[config.mk]
export PLATFORM = sky130hd
export DESIGN_NAME = refresh_scheduler
export DESIGN_NICKNAME = d
export VERILOG_FILES = /design/src/rtl/refresh_scheduler.sv
export SDC_FILE = /design/constraint.sdc
export NUM_CORES = 1
export LEC_CHECK = 0
export BUFFER_PORTS_ARGS = -buffer_cell sky130_fd_sc_hd__buf_2
export CAP_MARGIN = 40
export CORE_ASPECT_RATIO = 0.9
export CORE_MARGIN = 4
export CORE_UTILIZATION = 55
export DETAILED_ROUTE_END_ITERATION = 10
export PLACE_DENSITY = 0.76
export SLEW_MARGIN = 15
export SYNTH_ARGS = -nofsm -noshare
export SYNTH_HDL_FRONTEND = slang
export SYNTH_SLANG_ARGS = --single-unit
[constraint.sdc]
create_clock -name ck_t -period 4.3 [get_ports ck_t]
set_clock_uncertainty 0.05 [all_clocks]
set_input_delay 0.86 -clock ck_t [delete_from_list [all_inputs] [get_ports ck_t]]
set_output_delay 0.86 -clock ck_t [all_outputs]
set_load 0.01 [all_outputs]
[src/rtl/refresh_scheduler.sv]
// Per-bank refresh scheduler: a tREFI timer accrues refresh debt, and each debt unit is paid
// by a bg-major sweep of refresh requests over every bank, with tRFC blackout and tRRD spacing.
module refresh_scheduler #(
  parameter int BGWIDTH     = 2,
  parameter int BAWIDTH     = 2,
  parameter int TREFI       = 5200,
  parameter int TRFC        = 120,
  parameter int TRREFD      = 8,
  parameter int MAXPOSTPONE = 8,
  localparam int NBANKS     = 2**(BGWIDTH+BAWIDTH),
  localparam int OWEDW      = $clog2(MAXPOSTPONE+1)
) (
  input  logic               ck_t,
  input  logic               reset,
  input  logic               en,
  input  logic [NBANKS-1:0]  bank_idle,
  input  logic               ref_gnt,
  output logic               ref_req,
  output logic [BGWIDTH-1:0] ref_bg,
  output logic [BAWIDTH-1:0] ref_ba,
  output logic [NBANKS-1:0]  bank_busy,
  output logic               urgent,
  output logic [OWEDW-1:0]   owed,
  output logic               overflow
);

  localparam int PW = BGWIDTH + BAWIDTH;
  localparam int TW = $clog2(TREFI + 1);
  localparam int GW = $clog2(TRREFD + 1);
  localparam int CW = $clog2(TRFC + 1);

  typedef enum logic [1:0] {IDLE, REQ, GAP} state_t;

  state_t          state;
  state_t          state_next;
  logic [TW-1:0]   timer;
  logic            tick;
  logic [PW-1:0]   ptr;
  logic [GW-1:0]   gap;
  logic            grant;
  logic            sweep_done;
  logic [CW-1:0]   busy_cnt [NBANKS];

  // Handshake: ref_req is a valid that, once raised, holds its target until a cycle with
  // ref_req && ref_gnt; only that cycle transfers, and ref_gnt alone has no effect.
  assign grant      = ref_req && ref_gnt;
  assign sweep_done = grant && (&ptr);
  assign tick       = en && (timer == '0);
  assign {ref_bg, ref_ba} = ptr;
  assign urgent     = (owed >= OWEDW'(MAXPOSTPONE - 1));

  always_ff @(posedge ck_t or posedge reset) begin
    if (reset) begin
      timer <= TW'(TREFI - 1);
    end else if (en) begin
      timer <= tick ? TW'(TREFI - 1) : timer - 1'b1;
    end
  end

  // A tick and a sweep completion in the same cycle cancel; debt never exceeds MAXPOSTPONE.
  always_ff @(posedge ck_t or posedge reset) begin
    if (reset) begin
      owed     <= '0;
      overflow <= 1'b0;
    end else if (tick && !sweep_done) begin
      if (owed == OWEDW'(MAXPOSTPONE)) overflow <= 1'b1;
      else                             owed     <= owed + 1'b1;
    end else if (sweep_done && !tick) begin
      owed <= owed - 1'b1;
    end
  end

  always_ff @(posedge ck_t or posedge reset) begin
    if (reset) begin
      state <= IDLE;
      ptr   <= '0;
      gap   <= '0;
    end else begin
      state <= state_next;
      if (grant) begin
        ptr <= ptr + 1'b1;
        gap <= GW'(TRREFD);
      end else if (state == GAP && gap != '0) begin
        gap <= gap - 1'b1;
      end
    end
  end

  always_comb begin
    state_next = state;
    ref_req    = 1'b0;
    case (state)
      IDLE: if (owed != '0 && en) state_next = REQ;
      REQ: begin
        // A blocked target stalls the sweep rather than being skipped.
        ref_req = bank_idle[ptr] && !bank_busy[ptr];
        if (ref_req && ref_gnt) state_next = GAP;
      end
      GAP: if (gap == GW'(1)) state_next = (owed != '0 && en) ? REQ : IDLE;
      default: state_next = IDLE;
    endcase
  end

  // tRFC counters run independently of en so a granted bank always recovers.
  always_ff @(posedge ck_t or posedge reset) begin
    if (reset) begin
      for (int b = 0; b < NBANKS; b++) busy_cnt[b] <= '0;
    end else begin
      for (int b = 0; b < NBANKS; b++) begin
        if (grant && ptr == PW'(b))  busy_cnt[b] <= CW'(TRFC);
        else if (busy_cnt[b] != '0) busy_cnt[b] <= busy_cnt[b] - 1'b1;
      end
    end
  end

  always_comb begin
    bank_busy = '0;
    for (int b = 0; b < NBANKS; b++) bank_busy[b] = (busy_cnt[b] != '0);
  end

endmodule

# Word-level counts from Yosys, hierarchy flattened
# Cells that the tools add are included.
# classes
eq_ne	23
n_bitwise	0
muxes	48
shift	0
addsub	21
n_lt_le_gt_ge	2
n_reduce_logical	71
div	0
mul	0
# op_table
op	n
$mux W7	32
$reduce_bool A7 Y1	16
$sub A7 B1 Y7 const B	16
$eq A4 B4 Y1 const B	9
$reduce_bool A2 Y1	18
$logic_and A1 B1 Y1	25
$mux W4	5
$eq A4 B3 Y1 const B	4
$logic_not A13 Y1	1
$mux W13	1
$sub A13 B1 Y13 const B	1
$add A4 B1 Y4 const B	2
$bmux W1 S4	2
$eq A4 B1 Y1 const B	2
$eq A4 B2 Y1 const B	2
$reduce_bool A4 Y1	2
$sub A4 B1 Y4 const B	2
$mux W2	3
$ne A2 B2 Y1 const B	3
$pmux W2 S3	1
$lt A4 B5 Y1 const B	1
$ge A4 B3 Y1 const B	1
$logic_not A4 Y1	1
$mux W1	4
8 further kinds	11
# totals
mem_bits_ro	0
mem_count	0
elab_cells	187
latchBits	0
out_inout_bits	27
ram_bits	0
register_bits	140
input_bits	20

# Depth between registers and ports, before layout
# Gate-level depths: netlist of run 1.
# logic_depth
ltp_word	12
depth_mapped	17
ltp_nobuf	16

# Least setup slack after synthesis of run 1
# OpenSTA, ideal clock, no wires.
# synth_path
path_type	reg2reg
from	register busy_cnt[7] (netlist bit)
to	register owed[3]
setup_time_ps	69
synth_period_minus_slack_ps	3426
t_required_ps	4181
path_stages_with_launch	17
n_path_buf	1
arrival_ps	3307
setup_slack_ps	874
path_cell_list	dfrtp_1 > inv_1 > ha_1 > nor2b_1 > nand3_1 > o2111ai_1 > nand4b_4 > nor3b_2 > buf_4 > nor2_1 > inv_1 > ha_1 > a21o_1 > a21oi_1 > nand3_1 > or4_1 > nand3_1
# synth_between
elab_chain_cells	12
word_cells_on_any_way	15
classes_between	1 x eq/ne; 4 x mux; 10 x reduce/logical
# synth_rtl
item	line	rtl
from (decl)	42	logic [CW-1:0] busy_cnt [NBANKS];
from (signal, indexed assignment)	110	if (grant && ptr == PW'(b)) busy_cnt[b] <= CW'(TRFC);
$reduce_bool A7 Y1 (*)	118	for (int b = 0; b < NBANKS; b++) bank_busy[b] = (busy_cnt[b] != '0);
net bank_busy[14]	21	output logic [NBANKS-1:0] bank_busy,
$bmux W1 S4 (*)	96	ref_req = bank_idle[ptr] && !bank_busy[ptr];
$mux W1 (not written as such) (*)	96	
$logic_not A1 Y1 (*)	96	
$logic_and A1 B1 Y1 (*)	96	
$mux W1 (*)	92	case (state)
$logic_and A1 B1 Y1 (*)	46	assign grant = ref_req && ref_gnt;
$logic_and A1 B1 Y1 (*)	47	assign sweep_done = grant && (&ptr);
$logic_not A1 Y1	65	end else if (tick && !sweep_done) begin
$logic_and A1 B1 Y1	65	
$ne A2 B2 Y1 (no line) or $reduce_bool A2 Y1 (tied branches)	n/a	
$reduce_and A2 Y1 (no line)	n/a	
to (signal assigned)	67	else owed <= owed + 1'b1;
to (signal assigned)	69	owed <= owed - 1'b1;
to (decl)	23	output logic [OWEDW-1:0] owed,
# The timed path passes the listed nets; every way through them passes the cells marked *. The select of a mux whose other input is x is not followed.
# A chain may end at the register's enable or synchronous reset.

# Worst setup path in the final report of run 1
# layout_path
from	register busy_cnt[7] (netlist bit)
to	register owed[3]
# layout_between
elab_chain_cells	12
word_cells_on_any_way	15
classes_between	1 x eq/ne; 4 x mux; 10 x reduce/logical
# layout_rtl
item	line
$reduce_bool A7 Y1 (*)	118
$bmux W1 S4 (*)	96
$mux W1 (not written as such) (*)	96
$logic_not A1 Y1 (*)	96
$logic_and A1 B1 Y1 (*)	96
$mux W1 (*)	92
$logic_and A1 B1 Y1 (*)	46
$logic_and A1 B1 Y1 (*)	47
$logic_not A1 Y1	65
$logic_and A1 B1 Y1	65
$ne A2 B2 Y1 (no line) or $reduce_bool A2 Y1 (tied branches)	n/a
$reduce_and A2 Y1 (no line)	n/a
# Mark *: on every way between the ends. The rest lies on a longest branch, timed or not. The select of a mux whose other input is x is not followed.

==> results of run 1 <==
-- layer usage --
metal	GRT usage, %	part of all wire, %	routed length, um
met4	8.70	2.3	371
met3	5.28	3.8	626
met2	35.4	49	7930
met5	0	0	0
met1	28.1	45	7380
-- where the power goes --
group          switching [uW]  internal, uW
Sequential               91.9          1410
Clock                     548           956
Combinational             141           130
Total                     781          2500
-- cells by family after synthesis --
logic type / Yosys count / synth area share, %
adder cells (fa/ha/maj): 43 / 7.04
AND/OR/NAND/NOR: 377 / 25.8
AO/OA/AOI/OAI: 61 / 6.22
flip-flops: 140 / 45.3
XOR/XNOR: 81 / 9.16
multiplexers: 21 / 3.17
buffers and inverters: 59 / 3.26
-- area by class of cell --
cell class	instances	share of cell area, %
multi-input cells	583	45.2
flip-flops and latches	140	39.8
clock buffers	25	5.51
repair buffers	55	3.52
well taps	189	2.68
inverters	45	1.96
clock inverters	7	1.28
-- sequential cells by signal, indices dropped and copies added (netlist names) --
| register | count |
|---|---|
| owed | 4 |
| timer | 13 |
| busy_cnt | 112 |
| overflow | 1 |
| state | 2 |
| ptr | 4 |
| gap | 4 |
-- stage by stage --
stage          hold WS (ps)  setup WS [ps]
2_1_floorplan           404            874
3_3_place_gp            421            456
3_5_place_dp            432            181
4_1_cts                 450            142
5_1_grt                 462           16.3
6_report                452            352
-- synth_stat cells, types with 4 or more instances --
master	n	area, um2
nor4_2	6	75.1
nor4b_1	5	43.8
o21ai_0	5	25.0
nand3_2	14	140
nor4_1	11	68.8
nor2b_1	8	50.1
inv_1	45	169
dfrtp_1	133	3330
nand2_1	138	518
nand2b_1	6	37.5
nor3_1	41	205
ha_1	42	526
nand4_1	6	37.5
clkbuf_1	5	18.8
mux2i_1	11	110
xnor2_1	48	420
buf_2	4	20.0
nand3_1	15	75.1
a21oi_1	7	35.0
nor2_1	63	236
xor2_1	33	289
mux2_2	8	90.1
nand3b_1	10	75.1
and3_1	12	75.1
dfstp_2	7	184
o211a_1	6	60.1
and2_1	7	43.8
a31oi_1	7	43.8
a211o_1	7	61.3
or3_1	16	100
a211oi_1	12	90.1
-- placed cells by master (no fill, tap or decap), types with 3 or more instances in the layout --
| cell type | n |
|---|---|
| a211o_1 | 7 |
| a211oi_1 | 12 |
| a21o_1 | 3 |
| a21oi_1 | 7 |
| a31oi_1 | 7 |
| and2_1 | 7 |
| and3_1 | 12 |
| buf_2 | 46 |
| buf_4 | 7 |
| bufinv_16 | 3 |
| clkbuf_1 | 5 |
| clkbuf_16 | 17 |
| clkbuf_8 | 3 |
| clkinv_2 | 3 |
| dfrtp_1 | 133 |
| dfstp_2 | 7 |
| ha_1 | 42 |
| inv_1 | 44 |
| mux2_2 | 8 |
| mux2i_1 | 11 |
| nand2_1 | 138 |
| nand2b_1 | 6 |
| nand3_1 | 15 |
| nand3_2 | 14 |
| nand3b_1 | 10 |
| nand3b_2 | 3 |
| nand4_1 | 6 |
| nand4b_1 | 3 |
| nor2_1 | 63 |
| nor2b_1 | 8 |
| nor3_1 | 41 |
| nor4_1 | 11 |
| nor4_2 | 6 |
| nor4b_1 | 5 |
| o211a_1 | 6 |
| o21ai_0 | 5 |
| or3_1 | 16 |
| or4_1 | 3 |
| xnor2_1 | 48 |
| xor2_1 | 33 |
-- worst min-delay path by stage --
stage,from,end
5_1_grt,timer[2]$_DFFE_PP1P_,timer[2]$_DFFE_PP1P_
4_1_cts,timer[12]$_DFFE_PP1P_,timer[12]$_DFFE_PP1P_
3_5_place_dp,timer[12]$_DFFE_PP1P_,timer[12]$_DFFE_PP1P_
3_3_place_gp,busy_cnt[97]$_DFFE_PP0P_,busy_cnt[97]$_DFFE_PP0P_
2_1_floorplan,busy_cnt[97]$_DFFE_PP0P_,busy_cnt[97]$_DFFE_PP0P_
6_report,timer[12]$_DFFE_PP1P_,timer[12]$_DFFE_PP1P_
-- worst max-delay path: stages, from the launching register on --
cell and delay [ps]:
dfrtp_1 400, inv_1 100, ha_1 170, nor2b_1 190, nand3_1 300, o2111ai_1 410, nand4b_4 210, nor3b_4 540
nor2_1 140, inv_1 140, ha_1 250, a21o_1 150, a21oi_1 200, nand3_1 140, or4_1 410, nand3_1 80
-- repair_timing --
action / in CTS / in global routing
gates resized for setup: 0 / 1
endpoints found under the setup margin: 0 / 1
hold endpoints to repair: 0 / 0
==> qor.txt, run 1 <==
Syn Nets -> 845
Vias/cell -> 5.61
Gr usage total -> 21.8%
Num CTS Buffers -> 17
Max clock buf depth -> 2
Post-synthesis area per instance -> 9.90 um2
Max_slew headroom -> 48.4%
Leak -> 0.00410 uW
Yosys warning count -> 0
Worst-path fanout max -> 13
Design Area, Final -> 8820 um2
Flops & latches, synth -> 140
Final Max Tran Viols -> 0
# diodes -> 0
Sequential share of the synthesized area -> 45.3%
Global-route wire length before repair -> 28.2 mm
Area grow syn2layout -> 13.8%
R2r worst-path depth -> 15
Peak supply drop -> 0.318 mV
Core area -> 13600 um2
Critical path type -> flip-flop to flip-flop
Worst-Skew Late Latency -> 430 ps
Syn Inst Count -> 782
Nature of the critical path endpoint -> flip-flop
Min-Delay Path Depth -> 2
WP data arrival -> 4260 ps
Unrepaired setup endpoints after global routing -> false
DRT Pass-1 Iters -> 5
Routability Congestion -> 0.841
Fin nets -> 905
Worst setup SP type -> flip-flop
Final Cycle Share -> 91.8%
Reg-to-reg endpoint -> owed[3]$_DFFE_PP0P_
Count of flip-flops with a built-in enable after synthesis -> 0
Area occupied by multi-input gates -> 3990 um2
Post-detailed-route count of antenna-violating nets -> 0
Via Count -> 5858
Finished Core Util -> 65.0%
Largest net degree at the start of global routing -> 83
Flop2flop setup slack -> 350 ps
Yosys cell types -> 60
Die Y -> 121 um
Setup crit start -> busy_cnt[7]$_DFFE_PP0P_
Min Tclk post-route -> 3950 ps
Setup crit end -> owed[3]$_DFFE_PP0P_
FMAX -> 253 MHz
Clock sink total -> 140
Clk slew on worst S/H paths -> 60 ps
Fillcell total -> 1033
Setup TNS -> 0 ps
Outcome -> finished clean
Initial antenna violation count -> 0
Beginning of the worst register-to-register path -> busy_cnt[7]$_DFFE_PP0P_
Final hold viol count -> 0
Final WL -> 16.3 mm
Hold_buf cts -> 0
Top FF cell, synth -> dfrtp_1
Global route overflow -> 0
Drt drc -> 0
H-tree Lvls -> 4
TritonCTS clock tree -> yes
# setup viols final -> 0
Layout Cells excl Fill -> 1044
Worst Tran Pin Value -> 773 ps
Initial core utilization -> 57.1%
IO Pins -> 47
Cell Area, Synth -> 7740 um2
Total Power -> 3280 uW
Layout cells sized above 1 -> 15.9%
Pwr dens -> 372 nW/um2
DIE WIDTH -> 133 um
Die Area -> 16000 um2
Hold WC Path Type -> flip-flop to flip-flop
Setup bufs post-CTS -> 0
Detailed Place HPWL -> 11.5 mm
Critical Path RT -> 4610 ps
Initial DRC Count -> 317
Post-synth ARST share -> 100%
IO buf count -> 46
Standard-cell rows -> 40
Max-cap viol count -> 0
Vias in the first global route -> 5893
Placed standard-cell area -> 8200 um2
FF/Latch Area -> 3510 um2
Root Buffer -> clkbuf_16
Routed WL per cell -> 15.6 um
Inst Count DP -> 1011
(Power assumes the default switching activity.)
==> run 2: changes to the inputs <==
--- a/config.mk
+++ b/config.mk
@@ -9,9 +9,9 @@
 export CAP_MARGIN = 40
 export CORE_ASPECT_RATIO = 0.9
 export CORE_MARGIN = 4
-export CORE_UTILIZATION = 55
+export CORE_UTILIZATION = 60
 export DETAILED_ROUTE_END_ITERATION = 10
-export PLACE_DENSITY = 0.76
+export PLACE_DENSITY = 0.79
 export SLEW_MARGIN = 15
 export SYNTH_ARGS = -nofsm -noshare
 export SYNTH_HDL_FRONTEND = slang
==> constraint.sdc (replaced) <==
create_clock -name ck_t -period 4.5 [get_ports ck_t]
set_clock_uncertainty 0.05 [all_clocks]
set_input_delay 0.9 -clock ck_t [delete_from_list [all_inputs] [get_ports ck_t]]
set_output_delay 0.9 -clock ck_t [all_outputs]
set_load 0.01 [all_outputs]
==> qor.txt, run 2 (synthesis gave the netlist of run 1 again) <==
Outcome -> finished clean
Core area -> 12700 um2
IO Pins -> 47
Hold WC Path Type -> flip-flop to flip-flop
Most common cell after layout, fill and taps aside -> nand2_1
Die Y -> 116 um
Layout cells sized above 1 -> 15.7%
Gr usage total -> 23.3%
Final Cycle Share -> 89.0%
Clock sink total -> 140
Max-cap viol count -> 0
Nature of the critical path endpoint -> flip-flop
Worst Tran Pin Value -> 752 ps
Final WL -> 15.9 mm
Final hold viol count -> 0
Die Area -> 14800 um2
Routed WL per cell -> 15.7 um
Final Max Tran Viols -> 0
Most Frequent Cell on Critical Path -> nand3_1
TritonCTS clock tree -> yes
Fin nets -> 902
Via Count -> 5756
Initial antenna violation count -> 0
Peak supply drop -> 0.407 mV
# setup viols final -> 0
Initial DRC Count -> 379
# diodes -> 0
Worst setup SP type -> flip-flop
Most frequent cells in the layout -> nand2_1, dfrtp_1, nor2_1
DIE WIDTH -> 128 um
Routability Congestion -> 0.802
CP cell instances -> inv_1, ha_1, nor2b_1, nand3_1, o2111ai_1, nand4b_4, nor3b_4, nor2_1, inv_1, ha_1, a21o_1, a21oi_1, nand3_1, o31a_1, o21ai_0, nand3_1
Critical Path RT -> 4760 ps
H-tree Lvls -> 4
Global route overflow -> 0
Unrepaired setup endpoints after global routing -> false
WP data arrival -> 4260 ps
Root Buffer -> clkbuf_16
Post-detailed-route count of antenna-violating nets -> 0
Largest register FFs -> 112
Setup TNS -> 0 ps
Worst path slowest cell -> nor3b_4
Slowest stage delay, CP -> 570 ps
Min Tclk post-route -> 4000 ps
Total Power -> 3130 uW
DP Worst Slack -> 466 ps
DRT Pass-1 Iters -> 4
FMAX -> 250 MHz
Pwr dens -> 357 nW/um2
Worst-path fanout max -> 13
Drt drc -> 0
Hold_buf cts -> 0
Initial core utilization -> 61.0%
Leak -> 0.00409 uW
Vias in the first global route -> 5933
Clk slew on worst S/H paths -> 60 ps
Vias/cell -> 5.67
Max clock buf depth -> 2
Setup bufs post-CTS -> 0
IO buf count -> 46
Num CTS Buffers -> 17
Global-route wire length before repair -> 27.7 mm
Finished Core Util -> 69.1%
Max_slew headroom -> 49.5%
PostCTS Resize Cnt -> 0
Top reg by flops -> busy_cnt
Area grow syn2layout -> 13.2%
Biggest regs -> busy_cnt x112, timer x13
Detailed Place HPWL -> 11.4 mm
Placed standard-cell area -> 8150 um2
Design Area, Final -> 8770 um2
Critical path type -> flip-flop to flip-flop
Worst-Skew Late Latency -> 430 ps
Standard-cell rows -> 39
Worst setup margin -> 496 ps
Largest net degree at the start of global routing -> 84
==> run 2: changes by cell type in the layout (fill, tap and decap cells not counted), sizes merged <==
cell,before,now
clkbuf,26,25
buf,54,52
clkinvlp,2,1
clkinv,3,4
==> run 2: path summary, 6_finish.rpt <==
path | startpoint | to | slack [ps] | depth (start not counted)
setup reg to reg | busy_cnt[7]$_DFFE_PP0P_ | owed[3]$_DFFE_PP0P_ | 500 | 16
hold / removal | timer[12]$_DFFE_PP1P_ | timer[12]$_DFFE_PP1P_ | 440 | 2
min in group asynchronous | reset | busy_cnt[53]$_DFFE_PP0P_ | 490 | 2
setup / recovery | busy_cnt[7]$_DFFE_PP0P_ | owed[3]$_DFFE_PP0P_ | 500 | 16
hold reg to reg | timer[12]$_DFFE_PP1P_ | timer[12]$_DFFE_PP1P_ | 440 | 2
max in group asynchronous | reset | busy_cnt[24]$_DFFE_PP0P_ | 3100 | 3
==> run 2: worst max-delay path: cells and delay by family (launching register included) <==
kind                       cells  cell delay, ps
AOI/OAI and AO/OA              5            1130
DFF                            1             400
and+or+nand+nor                7            1610
adders and majority gates      2             440
buffers and inverters          2             250
==> run 2: metal layers <==
| layer | vias up | part of all wire (%) | track usage (%) |
|---|---|---|---|
| met5 | - | 0 | 0 |
| met1 | 2841 | 44 | 29.7 |
| met2 | 103 | 50 | 39.0 |
| met3 | 21 | 4.1 | 5.07 |
| li1 | 2791 | - | - |
| met4 | 0 | 2.0 | 9.48 |
==> run 2: final cells by class <==
cell class / count / area [um2]
Multi-Input combinational cell: 583 / 3990
Fill cell: 937 / 3920
Sequential cell: 140 / 3510
Clock buffer: 25 / 495
Timing Repair Buffer: 52 / 288
Tap cell: 164 / 205
Inverter: 45 / 173
Clock inverter: 7 / 110
==> run 2: power by group <==
| part | switching, uW | internal, uW | total [uW] |
|---|---|---|---|
| Sequential | 86.7 | 1350 | 1440 |
| Combinational | 134 | 123 | 257 |
| Clock | 510 | 926 | 1440 |
==> run 2: through the flow <==
step | hold WS [ps] | cells
after global routing | 472 | 1016
after CTS | 446 | 1015
final | 444 | 1016
after global placement | 425 | 983
after detailed placement | 432 | 983
after floorplan | 404 | 782
